===== config.mk =====
export PLATFORM = sky130hd
export DESIGN_NAME = instr_loader_flat
export DESIGN_NICKNAME = d
export VERILOG_FILES = /design/src/rtl/instr_loader_if.sv /design/src/rtl/instr_loader.sv /design/src/flat_wrapper.sv
export SDC_FILE = /design/constraint.sdc
export NUM_CORES = 1
export LEC_CHECK = 0
export ABC_AREA = 1
export CELL_PAD_IN_SITES_DETAIL_PLACEMENT = 1
export CELL_PAD_IN_SITES_GLOBAL_PLACEMENT = 1
export CORE_MARGIN = 2
export CORE_UTILIZATION = 45
export CTS_CLUSTER_DIAMETER = 50
export DETAILED_ROUTE_END_ITERATION = 8
export DONT_BUFFER_PORTS = 1
export GPL_ROUTABILITY_DRIVEN = 0
export PLACE_DENSITY_LB_ADDON = 0.25
export SYNTH_ARGS = -nofsm -noshare
export SYNTH_HDL_FRONTEND = slang
export SYNTH_SLANG_ARGS = --single-unit

===== constraint.sdc =====
create_clock -name clk -period 2.2 [get_ports clk]
set_input_delay 0.22 -clock clk [delete_from_list [all_inputs] [get_ports clk]]
set_output_delay 0.22 -clock clk [all_outputs]
set_load 0.005 [all_outputs]

===== src/rtl/instr_loader_if.sv =====
// Byte-stream and instruction-memory write bundle for the program loader.
// master is the loader side; slave is the byte source plus the memory.
interface instr_loader_if #(
    parameter int ADDR_W = 8,
    parameter int DATA_W = 18
);
    // A byte moves on a rising clk edge when byte_valid && byte_ready are both high.
    // The source holds byte_data stable while byte_valid is high without ready,
    // and ready never depends on byte_data.
    logic              byte_valid;
    logic [7:0]        byte_data;
    logic              byte_ready;
    logic              mem_we;
    logic [ADDR_W-1:0] mem_addr;
    logic [DATA_W-1:0] mem_wdata;

    modport master (
        input  byte_valid,
        input  byte_data,
        output byte_ready,
        output mem_we,
        output mem_addr,
        output mem_wdata
    );

    modport slave (
        output byte_valid,
        output byte_data,
        input  byte_ready,
        input  mem_we,
        input  mem_addr,
        input  mem_wdata
    );
endinterface


===== src/rtl/instr_loader.sv =====
// Program loader: packs a byte stream three bytes per 18-bit word and writes
// the words to instruction memory from address 0 while holding the core off.
module instr_loader #(
    parameter int ADDR_W = 8,
    parameter int DATA_W = 18
) (
    input  logic                 clk,
    input  logic                 reset,
    input  logic                 start,
    input  logic [8:0]           word_count,
    input  logic                 abort,
    instr_loader_if.master       bus,
    output logic                 busy,
    output logic                 cpu_hold,
    output logic                 done,
    output logic [1:0]           state_dbg
);

    typedef enum logic [1:0] {
        IDLE  = 2'd0,
        RECV  = 2'd1,
        WRITE = 2'd2,
        DONE  = 2'd3
    } state_t;

    state_t            state;
    state_t            next_state;

    logic [8:0]        count_q;
    logic [8:0]        written_q;
    logic [ADDR_W-1:0] addr_q;
    logic [DATA_W-1:0] word_q;
    logic [1:0]        idx_q;

    logic [8:0]        sat_count;
    logic              ready;
    logic              we;
    logic              xfer;
    logic              last_write;
    logic              load_start;

    assign sat_count  = (word_count > 9'd256) ? 9'd256 : word_count;
    assign load_start = (state == IDLE) && start;

    always_ff @(posedge clk or negedge reset) begin
        if (!reset) begin
            state <= IDLE;
        end else begin
            state <= next_state;
        end
    end

    always_comb begin
        next_state = state;
        ready      = 1'b0;
        we         = 1'b0;
        done       = 1'b0;
        xfer       = 1'b0;
        last_write = 1'b0;
        case (state)
            IDLE: begin
                if (start) begin
                    next_state = (sat_count == 9'd0) ? DONE : RECV;
                end
            end
            RECV: begin
                ready = 1'b1;
                xfer  = bus.byte_valid;
                if (xfer && (idx_q == 2'd2)) begin
                    next_state = WRITE;
                end
            end
            WRITE: begin
                we         = 1'b1;
                last_write = ((written_q + 9'd1) == count_q);
                next_state = last_write ? DONE : RECV;
            end
            DONE: begin
                done       = 1'b1;
                next_state = IDLE;
            end
            default: next_state = IDLE;
        endcase
        // abort wins over any byte transfer, write or completion in the same cycle
        if (abort && (state != IDLE)) begin
            next_state = IDLE;
            ready      = 1'b0;
            we         = 1'b0;
            done       = 1'b0;
            xfer       = 1'b0;
            last_write = 1'b0;
        end
    end

    always_ff @(posedge clk or negedge reset) begin
        if (!reset) begin
            count_q   <= 9'd0;
            written_q <= 9'd0;
            addr_q    <= '0;
            word_q    <= '0;
            idx_q     <= 2'd0;
        end else begin
            if (load_start) begin
                count_q   <= sat_count;
                written_q <= 9'd0;
                addr_q    <= '0;
                idx_q     <= 2'd0;
            end
            if (xfer) begin
                case (idx_q)
                    2'd0:    word_q[DATA_W-1:16] <= bus.byte_data[1:0];
                    2'd1:    word_q[15:8]        <= bus.byte_data;
                    default: word_q[7:0]         <= bus.byte_data;
                endcase
                idx_q <= (idx_q == 2'd2) ? 2'd0 : idx_q + 2'd1;
            end
            // the address parks on the final word instead of wrapping past 255
            if (we) begin
                written_q <= written_q + 9'd1;
                if (!last_write) begin
                    addr_q <= addr_q + 1'b1;
                end
            end
        end
    end

    assign bus.byte_ready = ready;
    assign bus.mem_we     = we;
    assign bus.mem_addr   = addr_q;
    assign bus.mem_wdata  = word_q;
    assign busy           = (state != IDLE);
    assign cpu_hold       = (state != IDLE);
    assign state_dbg      = state;

endmodule


===== src/flat_wrapper.sv =====
// flat-port wrapper written by rule: the top's interface ports become plain ports
module instr_loader_flat 
#(
    parameter int ADDR_W = 8,
    parameter int DATA_W = 18
)
  (clk, reset, start, word_count, abort, busy, cpu_hold, done, state_dbg, bus_byte_valid, bus_byte_data, bus_byte_ready, bus_mem_we, bus_mem_addr, bus_mem_wdata);
  instr_loader_if #(.ADDR_W(ADDR_W), .DATA_W(DATA_W)) bus_i ();
  input  logic clk;
  input  logic reset;
  input  logic start;
  input  logic [8:0] word_count;
  input  logic abort;
  output logic busy;
  output logic cpu_hold;
  output logic done;
  output logic [1:0] state_dbg;
  input wire logic [$bits(bus_i.byte_valid)-1:0] bus_byte_valid;
  input wire logic [$bits(bus_i.byte_data)-1:0] bus_byte_data;
  output wire logic [$bits(bus_i.byte_ready)-1:0] bus_byte_ready;
  output wire logic [$bits(bus_i.mem_we)-1:0] bus_mem_we;
  output wire logic [$bits(bus_i.mem_addr)-1:0] bus_mem_addr;
  output wire logic [$bits(bus_i.mem_wdata)-1:0] bus_mem_wdata;
  assign bus_i.byte_valid = bus_byte_valid;
  assign bus_i.byte_data = bus_byte_data;
  assign bus_byte_ready = bus_i.byte_ready;
  assign bus_mem_we = bus_i.mem_we;
  assign bus_mem_addr = bus_i.mem_addr;
  assign bus_mem_wdata = bus_i.mem_wdata;
  instr_loader #(.ADDR_W(ADDR_W), .DATA_W(DATA_W)) u_core (.clk(clk), .reset(reset), .start(start), .word_count(word_count), .abort(abort), .bus(bus_i), .busy(busy), .cpu_hold(cpu_hold), .done(done), .state_dbg(state_dbg));
endmodule

==> metrics.md <==
| Metric | Value |
|---|---|
| DP Area | `2540 sq um` |
| Fin crit share | `88.0%` |
| Yosys warning count | `0` |
| GRT Total Usage | `22.9%` |
| CP Capture Point | `u_core.bus.mem_addr[2]` |
| Setup slack, reg-to-reg | `0.26 ns` |
| Port bufs | `0` |
| GRT met1 Usage | `28.9%` |
| Reg2reg start | `u_core.written_q[1]` |
| # IOs | `55` |
| Seq/Total Area, Yosys | `48.7%` |
| Clock Pin Slew Worst Setup and Hold Paths | `0.09 ns` |
| Combinational share of power | `26.5%` |
| NumNets Final | `351` |
| Setup CP Type | `flop to flop` |
| Int Power | `0.00186 W` |
| Cell Count Post-Placement | `388` |
| Via count | `2095` |
| Clk_skew | `0.00768 ns` |
| Worst Path Required | `2.40 ns` |
| Worst hold-check path type | `primary input to flop` |
| Die height | `78.0 um` |
| Clk pwr share | `25.8%` |
| Multiplexer share of the synthesized area | `0%` |
| Syn_area_per_cell | `7.68 sq um` |
| Layout fillers | `667` |
| First-pass GRT wire length | `11000 um` |
| Max_slew headroom | `64.8%` |
| PnR worst setup slack | `0.264 ns` |
| DRT antenna net count | `0` |
| CTS tree | `done` |
| Worst vdd ir | `0.584 mV` |
| Synth Area in Adders | `1.01%` |
| Maximum net fanout on the critical path | `11` |
| Worst-margin pin slew | `0.526 ns` |
| Flops & latches, synth | `48` |
| Crit Reg-Reg Endpoint | `u_core.bus.mem_addr[2]` |
| Gate Count Post-Synth | `321` |
| Largest family of logic cells by synthesized area | `simple AND/OR/NAND/NOR gates` |
| Number of max-cap violations | `0` |
| Cell variety after synth | `28` |
| Area share of xor/xnor cells in the synthesized design | `0%` |
| Met2 GRT Util | `38.9%` |
| Pre-CTS WS | `0.189 ns` |
| Number of global-route vias before repair | `2287` |
| Register share of total power | `47.7%` |
| DR WL/cell | `16.2 um` |
| Startpoint types | `flop` |
| Hold Fails Final Rpt | `0` |
| Post-route insts no fill | `397` |
| Mapped cell area | `2470 sq um` |
| GR Util met3 | `6.44%` |
| Clock Sinks | `48` |
| Simple-gate portion of the synthesized area | `30.6%` |
| Die Wd | `78.0 um` |
| Worst Path Arrival | `2.13 ns` |
| Status | `finished, final reports clean` |
| DRC viols | `0` |
| Compound-Gate Fraction of Synth Area | `10.4%` |
| Highest Clock Rate | `517 MHz` |
| Largest net degree at the start of global routing | `49` |
| H-tree depth | `2` |
| TritonRoute pass-1 iters | `4` |
| Setup-failing EPs final | `0` |
| P&R area growth vs syn | `10.4%` |
| Busiest grt layer | `met2` |
| Maximum root-to-sink buffer count | `2` |
| Ant diodes | `0` |
| Post-DP HPWL | `4750 um` |
| RSZ-0062 raised after global routing | `false` |
| Post-Route WL | `6440 um` |
| Later-pin clock latency in the skew report | `0.30 ns` |
| Die area | `6090 sq um` |
| Hold path start | `word_count[2]` |
| Core area | `5200 sq um` |
| Vias per cell | `5.28` |
| Layout cell share with drive strength beyond 1 | `8.87%` |
| Nature of the critical path endpoint | `flop` |
| Initial core utilization | `47.4%` |
| Min Clock Period, post-route | `1.94 ns` |
| CTS buffer count | `5` |
| P_leak | `1.32 nW` |
| 1st-iter DRT viols | `85` |
| Clock Tree Root | `clkbuf_8` |
| CP startpoint | `u_core.written_q[1]` |
| Net Sw Power | `0.00103 W` |
| Gr ovfl total | `0` |
| Sum Neg Setup Slack | `0 ns` |
| Initial antenna violation count | `0` |
| Row count | `26` |
| R2r worst-path depth | `12` |
| Final count of pins violating max slew | `0` |
| Final instance area | `2720 sq um` |
| Switching share of power | `35.6%` |
| Syn nets | `345` |
| Power Density | `1060 nW/um^2` |
## timing repair
action,4_1_cts,5_1_grt
buffers inserted,0,0
gates resized for setup,0,2
endpoints found under the setup margin,0,3
endpoints found under the hold margin,48,0
hold buffers,2,0
## synth_stat cells
master    count  area share [%]
nand2_1      83              13
inv_1        49             7.5
dfrtp_1      48              49
nand3_1      37             7.5
o21ai_0      36             7.3
nor2_1       20             3.0
nand4_1       5             1.3
clkbuf_1      4            0.61
nand2_2       4             1.0
nor3_1        4            0.81
a21oi_1       3            0.61
nand3_2       3             1.2
nor2_4        3             1.4
o22ai_1       3            0.76
a31oi_1       2            0.51
ha_1          2             1.0
inv_2         2            0.30
nor2_2        2            0.51
nor4_1        2            0.51
a21oi_2       1            0.36
and3_1        1            0.25
buf_4         1            0.30
buf_6         1            0.46
clkbuf_2      1            0.20
nand2_4       1            0.46
o211ai_1      1            0.30
o21ai_1       1            0.20
o21bai_1      1            0.30
## worst max-delay path: stages, from the launching register on
cell     delay, ns
dfrtp_1       0.43
ha_1          0.33
nor2_1        0.06
nor2_1        0.11
nand3_1       0.08
nor2_1        0.10
nand3_1       0.10
nor2_2        0.14
nand3_4       0.16
nand3_1       0.14
nand2_1       0.06
o21ai_1       0.07
inv_1         0.05
## state kept, by name, summed over array words and instances (netlist names)
register              cells
u_core.written_q          9
u_core.bus.mem_wdata     18
u_core.count_q            9
u_core.idx_q              2
u_core.bus.mem_addr       8
u_core.state_dbg          2
## worst min path at each step
| stage | to | cells after the start | slack (ns) |
|---|---|---|---|
| 5_1_grt | u_core.count_q[2] | 2 | 0.05 |
| 4_1_cts | u_core.count_q[2] | 2 | 0.05 |
| 6_report | u_core.count_q[2] | 2 | 0.05 |
| 3_5_place_dp | u_core.written_q[7] | 0 | -0.07 |
| 3_3_place_gp | u_core.written_q[7] | 0 | -0.07 |
| 2_1_floorplan | u_core.bus.mem_addr[0] | 0 | -0.08 |
## cells in the final DEF, fill, tap and decap left out, types with 2 or more instances in the layout
cell type  instances
nand4_1            5
o21ai_0           36
a31oi_1            2
buf_4              4
bufinv_16          2
inv_1             49
nor4_1             2
nand2_1           83
nor2_2             3
nand3_2            2
nor3_1             4
nor2_4             3
nand3_1           37
inv_2              2
o22ai_1            3
nor2_1            19
a21oi_1            3
dfrtp_1           48
clkbuf_8           5
nand2_2            4
ha_1               2
## cells by family (layout without fill, tap and decap cells)
logic type | count (synthesis) | after routing
and+or+nand+nor | 165 | 165
buffers and inverters | 58 | 64
AOI/OAI and AO/OA | 48 | 48
DFF | 48 | 48
adders and majority gates | 2 | 2
## layout make-up
class                   instances  area [sq um]  area share (%)
flip-flops and latches         48          1200            44.1
multi-input cells             215          1040            38.4
inverters                      51           191            7.03
well taps                      70          87.6            3.22
clock buffers                   5          68.8            2.53
repair buffers                  6          67.6            2.48
clock inverters                 2          60.1            2.21
## metal layers
layer,part of all wire [%],vias up
met5,0,-
met4,0.85,0
met3,6.0,5
met2,48,53
met1,45,1001
li1,-,1036
## metrics by stage
step	power (W)	util, %	hold WS [ns]
after CTS	0.00290	52.1	0.0520
after detailed placement	0.00213	48.9	-0.0743
after global placement	0.00208	48.9	-0.0744
after floorplan	0.00188	-	-0.0756
after global routing	0.00309	52.3	0.0503
final	0.00289	52.3	0.0524
## power by group through the flow
| stage | Clock, W | Sequential (W) | Combinational, W |
|---|---|---|---|
| 2_1_floorplan | 0 | 0.00133 | 0.000549 |
| 3_3_place_gp | 0 | 0.00139 | 0.000688 |
| 3_5_place_dp | 0 | 0.00140 | 0.000730 |
| 4_1_cts | 0.000758 | 0.00138 | 0.000763 |
| 5_1_grt | 0.000796 | 0.00141 | 0.000883 |
| 6_report | 0.000744 | 0.00138 | 0.000763 |
No activity file was read; power rests on OpenSTA's default activity.
